### src/rtl/mem_wb_pipe_stage.sv
// MEM->WB pipeline register: valid/ready handshake, optional 2-entry skid,
// synchronous flush, writeback value mux and saturating stall counter.
module mem_wb_pipe_stage #(
  parameter int DATA_W  = 32,
  parameter int DEST_W  = 4,
  parameter int SKID_EN = 1,
  parameter int CNT_W   = 16
) (
  input  logic              clk,
  input  logic              rst,
  input  logic              flush,
  input  logic              in_valid,
  output logic              in_ready,
  input  logic              in_wb_en,
  input  logic              in_mem_r_en,
  input  logic [DATA_W-1:0] in_alu_res,
  input  logic [DATA_W-1:0] in_mem_data,
  input  logic [DATA_W-1:0] in_pc,
  input  logic [DATA_W-1:0] in_instr,
  input  logic [DEST_W-1:0] in_dest,
  output logic              out_valid,
  input  logic              out_ready,
  output logic              out_wb_en,
  output logic              out_mem_r_en,
  output logic [DATA_W-1:0] out_alu_res,
  output logic [DATA_W-1:0] out_mem_data,
  output logic [DATA_W-1:0] out_pc,
  output logic [DATA_W-1:0] out_instr,
  output logic [DEST_W-1:0] out_dest,
  output logic [DATA_W-1:0] wb_value,
  output logic [CNT_W-1:0]  stall_cnt
);

  typedef struct packed {
    logic              wb_en;
    logic              mem_r_en;
    logic [DATA_W-1:0] alu_res;
    logic [DATA_W-1:0] mem_data;
    logic [DATA_W-1:0] pc;
    logic [DATA_W-1:0] instr;
    logic [DEST_W-1:0] dest;
  } entry_t;

  entry_t in_ent;
  entry_t main_q;
  entry_t main_d;
  entry_t skid_q;
  logic   main_valid;
  logic   main_valid_d;
  logic   skid_valid;
  logic   skid_valid_d;
  logic   main_load;
  logic   skid_load;
  logic   accept;
  logic   pop;

  assign in_ent = '{wb_en: in_wb_en, mem_r_en: in_mem_r_en, alu_res: in_alu_res,
                    mem_data: in_mem_data, pc: in_pc, instr: in_instr, dest: in_dest};

  assign accept = in_valid && in_ready;
  assign pop    = main_valid && out_ready;

  always_comb begin
    main_valid_d = main_valid;
    skid_valid_d = skid_valid;
    main_load    = 1'b0;
    skid_load    = 1'b0;
    main_d       = in_ent;
    if (flush) begin
      main_valid_d = 1'b0;
      skid_valid_d = 1'b0;
    end else if (!main_valid) begin
      if (accept) begin
        main_load    = 1'b1;
        main_valid_d = 1'b1;
      end
    end else if (pop) begin
      if (skid_valid) begin
        main_load = 1'b1;
        main_d    = skid_q;
        if (accept) skid_load    = 1'b1;
        else        skid_valid_d = 1'b0;
      end else if (accept) begin
        main_load = 1'b1;
      end else begin
        main_valid_d = 1'b0;
      end
    end else if (accept) begin
      // only reachable with a skid: without one in_ready is low here
      skid_load    = 1'b1;
      skid_valid_d = 1'b1;
    end
  end

  always_ff @(posedge clk or negedge rst) begin
    if (!rst) begin
      main_valid <= 1'b0;
      main_q     <= '0;
    end else begin
      main_valid <= main_valid_d;
      if (main_load) main_q <= main_d;
    end
  end

  generate
    if (SKID_EN != 0) begin : g_skid
      logic in_ready_q;

      always_ff @(posedge clk or negedge rst) begin
        if (!rst) begin
          skid_valid <= 1'b0;
          skid_q     <= '0;
          in_ready_q <= 1'b0;
        end else begin
          skid_valid <= skid_valid_d;
          if (skid_load) skid_q <= in_ent;
          in_ready_q <= !skid_valid_d;
        end
      end

      assign in_ready = in_ready_q;
    end else begin : g_no_skid
      logic ready_en_q;
      logic unused_skid;

      always_ff @(posedge clk or negedge rst) begin
        if (!rst) ready_en_q <= 1'b0;
        else      ready_en_q <= 1'b1;
      end

      assign skid_valid  = 1'b0;
      assign skid_q      = '0;
      assign unused_skid = skid_valid_d | skid_load;
      assign in_ready    = ready_en_q && (!main_valid || out_ready);
    end
  endgenerate

  always_ff @(posedge clk or negedge rst) begin
    if (!rst) begin
      stall_cnt <= '0;
    end else if (main_valid && !out_ready && (stall_cnt != {CNT_W{1'b1}})) begin
      stall_cnt <= stall_cnt + {{(CNT_W-1){1'b0}}, 1'b1};
    end
  end

  assign out_valid    = main_valid;
  assign out_wb_en    = main_q.wb_en && main_valid;
  assign out_mem_r_en = main_q.mem_r_en;
  assign out_alu_res  = main_q.alu_res;
  assign out_mem_data = main_q.mem_data;
  assign out_pc       = main_q.pc;
  assign out_instr    = main_q.instr;
  assign out_dest     = main_q.dest;
  assign wb_value     = main_q.mem_r_en ? main_q.mem_data : main_q.alu_res;

endmodule

### config.mk
export PLATFORM = sky130hd
export DESIGN_NAME = mem_wb_pipe_stage
export DESIGN_NICKNAME = d
export VERILOG_FILES = /design/src/rtl/mem_wb_pipe_stage.sv
export SDC_FILE = /design/constraint.sdc
export NUM_CORES = 1
export LEC_CHECK = 0
export BUFFER_PORTS_ARGS = -buffer_cell sky130_fd_sc_hd__buf_2
export CAP_MARGIN = 20
export CORE_UTILIZATION = 30
export DETAILED_ROUTE_END_ITERATION = 6
export SKIP_LAST_GASP = 1
export SYNTH_ARGS = -nofsm -noshare
export SYNTH_HDL_FRONTEND = slang
export SYNTH_SLANG_ARGS = --single-unit
### constraint.sdc
create_clock -name clk -period 4.7 [get_ports clk]
set_input_delay 0.235 -clock clk [delete_from_list [all_inputs] [get_ports clk]]
set_output_delay 0.235 -clock clk [all_outputs]
set_load 0.1 [all_outputs]
==> metrics.yaml <==
route:
  dr.pass1.iters: 4
  antenna_left: 0
  via_per_inst: 4.54
  drt_wl_total_mm: 33.4
  dr.first_iter.drc_count: 531
  vias: 9253
  wl_per_cell_um: 16.4
  drc: 0
power_and_ir_drop:
  powerDensity_nw_per_um2: 585
  internal_power_mw: 5.56
  p_switching_mw: 4.44
  seq_power_share_pct: 34.8
  p_comb_share_pct: 37.8
  swShare_pct: 44.4
  p_clk_share_pct: 27.4
  max-vdd-ir-drop_mv: 0.388
  leakage_nw: 8.43
  power.total_mw: 10.0
synthesis:
  synthesis.nets: 1256
  synth_edf_count: 0
  synthCells: 1116
  avgSynthCellArea_um2: 12.0
  synth.distinct_cells: 36
  synthFlopType: "dfrtp_1"
  async_reset_ff_share_pct: 100
  ys_warn_count: 0
  seq_area_frac_synth_pct: 53.7
  ys_ff_latch: 287
  netlist_area_um2: 13400
min_path:
  hold_depth: 3
  min_path_type: "primary input to flip-flop"
  min_from: "in_valid"
  hold_end: "out_valid$_DFF_PN0_"
cells_and_area:
  layout-drive-gt1-share_pct: 34.4
  area_growth_pct: 27.8
  nFillCells: 4223
  fin_nets: 1568
  final_util_pct: 39.3
sta:
  finalSetupViolations: 0
  slew_viol_final: 0
  worst_pin_slew_ps: 1020
  tns_ps: 0
  hold_viol: 0
  max_freq_mhz: 383
  rsz0062_at_grt: "false"
  skew_ps: 10.0
  relSlewSlack_pct: 32.2
  min_period_ps: 2610
  fin_crit_sh_pct: 55.6
cts:
  clkLatencyLatePin_ps: 530
  cts_made_buffers: 35
  root_buffer: "clkbuf_16"
  cts_tree: "done"
  cts.path.max_buffers: 3
  clock-sinks: 287
  post_cts_buffers: 0
  cts_htree_levels: 2
  clk_pin_slew_ps: 60
run:
  maxCapViolCount: 0
die:
  placeableCoreArea_um2: 43600
  die_w_um: 213
  start_util_pct: 30.7
  die_area_um2: 45400
  ios: 323
  die_height_um: 213
  std_cell_rows: 76
worst_setup_path:
  r2r_start: "out_valid$_DFF_PN0_"
  slowest_stage: "dfrtp_2"
  worstPathArrival_ps: 2380
  crit_required_ps: 4470
  critPathKind: "flip-flop to output pin"
  slowest_delay_ps: 1010
  crit_cells: 2
  cp_cell_sequence: "mux2_2, buf_2"
  path_buf_inv: 1
  crit_fanout: 34
  crit-reg2reg-capture: "out_pc[29]$_DFFE_PN0P_"
  ff2ff_setup_slack_ps: 2230
  cp-end-kind: "output pin"
  start_kind: "flip-flop"
  r2r_cells: 6
  critical-path-top-delay-family: "flip-flops"
global_route:
  antenna_found_initial: 1
  gr-usage-met2_pct: 24.1
  grt.met3_usage_pct: 4.43
  grt_max_degree: 157
  grt_pass1_vias: 9580
  use_met1_pct: 17.9
  gr-usage-all-layers_pct: 14.6
  grt_pass1_wl_mm: 51.8
  overflow: 0
  grt-busiest-layer: "met2"
placed_design:
  dp.final_hpwl_mm: 21.1
  io_buffers: 322
  gp_congestion: 0.752
run_status:
  status: "finished clean"
==> cells by family after synthesis <==
family                   synth area share [%]
buffers and inverters                    10.0
flip-flops                               53.7
multiplexers                             24.1
adder cells (fa/ha/maj)                0.0935
AO/OA/AOI/OAI                            5.64
AND/OR/NAND/NOR                          5.50
XOR/XNOR                                0.982
==> registers in the layout, summed over array words and instances (netlist names) <==
signal / cells
main_q: 1
out_pc: 32
out_mem_data: 32
out_alu_res: 32
out_valid: 1
out_instr: 32
skid_valid: 1
skid_q: 134
stall_cnt: 16
in_ready: 1
out_mem_r_en: 1
out_dest: 4
==> metal layers <==
layer  vias up  wire length, um  part of all wire (%)
li1       4370                -                     -
met1      4567            14400                    43
met2       262            16100                    48
met3        54             2160                   6.5
met4         0              748                   2.2
met5         -                0                     0
==> synth_stat cells (all sizes together), types with 2 or more instances <==
master  instances  share of area (%)
nand3           5               0.19
buf           177                9.5
nor2          138                3.9
xor2            7               0.46
mux2          167                 14
dfrtp         287                 54
nor3            3               0.15
nor4            3               0.19
nand2          11               0.31
a21oi         135                5.1
or4             2               0.11
mux2i         134                 10
nand4           7               0.33
clkbuf         17               0.48
xnor2           8               0.52
==> area by class of cell <==
cell class	count	area, um^2	area share, %
well taps	585	732	4.28
clock buffers	52	1070	6.27
flip-flops and latches	287	7180	42.0
diodes	2	5.00	0.0293
multi-input cells	634	4870	28.5
clock inverters	9	101	0.593
inverters	1	3.75	0.0220
repair buffers	469	3130	18.3
==> layout by cell type, fill, tap and decap left out, types with 5 or more instances in the layout <==
cell | synthesis | final
buf_4 | 138 | 5
dlygate4sd3_1 | 0 | 137
a21oi_1 | 135 | 135
nand4_1 | 7 | 7
nand3_1 | 5 | 5
clkinv_2 | 0 | 5
clkbuf_8 | 0 | 9
xnor2_1 | 8 | 8
nand2_1 | 11 | 11
mux2i_1 | 134 | 134
clkbuf_1 | 17 | 6
mux2_1 | 61 | 61
xor2_1 | 7 | 7
nor2_1 | 138 | 138
mux2_2 | 106 | 106
buf_2 | 28 | 321
dfrtp_1 | 287 | 286
clkbuf_16 | 0 | 37
buf_12 | 0 | 5
==> stage by stage <==
step	std cells	area [um^2]	setup slack, ps	hold slack, ps
3_3_place_gp	1839	14500	2330	336
3_5_place_dp	1839	14500	2260	344
4_1_cts	2037	17100	2050	133
5_1_grt	2038	17100	2000	169
6_report	2039	17100	2090	178
2_1_floorplan	1116	13400	2250	-60.6
==> power groups by stage <==
stage	logic, mW	registers [mW]	clock network, mW
after global routing	3.95	3.56	2.94
after global placement	3.66	3.49	0
after detailed placement	3.70	3.52	0
final	3.78	3.48	2.74
after CTS	3.80	3.48	2.85
after floorplan	3.31	3.53	0
==> worst register-to-register path, stage by stage, from the launching register on <==
cell	delay, ps
dfrtp_1	450
and2b_1	270
a211oi_4	290
buf_4	400
buf_4	670
nor2_1	170
a21oi_1	150
==> how the worst max path moves through the flow <==
stage,start,endpoint
final,out_mem_r_en$_DFFE_PN0P_,wb_value[24]
after global routing,out_mem_r_en$_DFFE_PN0P_,wb_value[24]
after CTS,out_mem_r_en$_DFFE_PN0P_,wb_value[24]
after detailed placement,out_valid$_DFF_PN0_,out_mem_data[2]$_DFFE_PN0P_
after global placement,out_valid$_DFF_PN0_,out_mem_data[1]$_DFFE_PN0P_
after floorplan,in_ready$_DFF_PN0_,skid_q[100]$_DFFE_PN0P_
==> repair_timing <==
item | 4_1_cts | 5_1_grt
hold buffers | 137 | 0
hold endpoints to repair | 298 | 0
gates resized for setup | 0 | 0
Note: power is estimated with default switching activity, not from simulation.
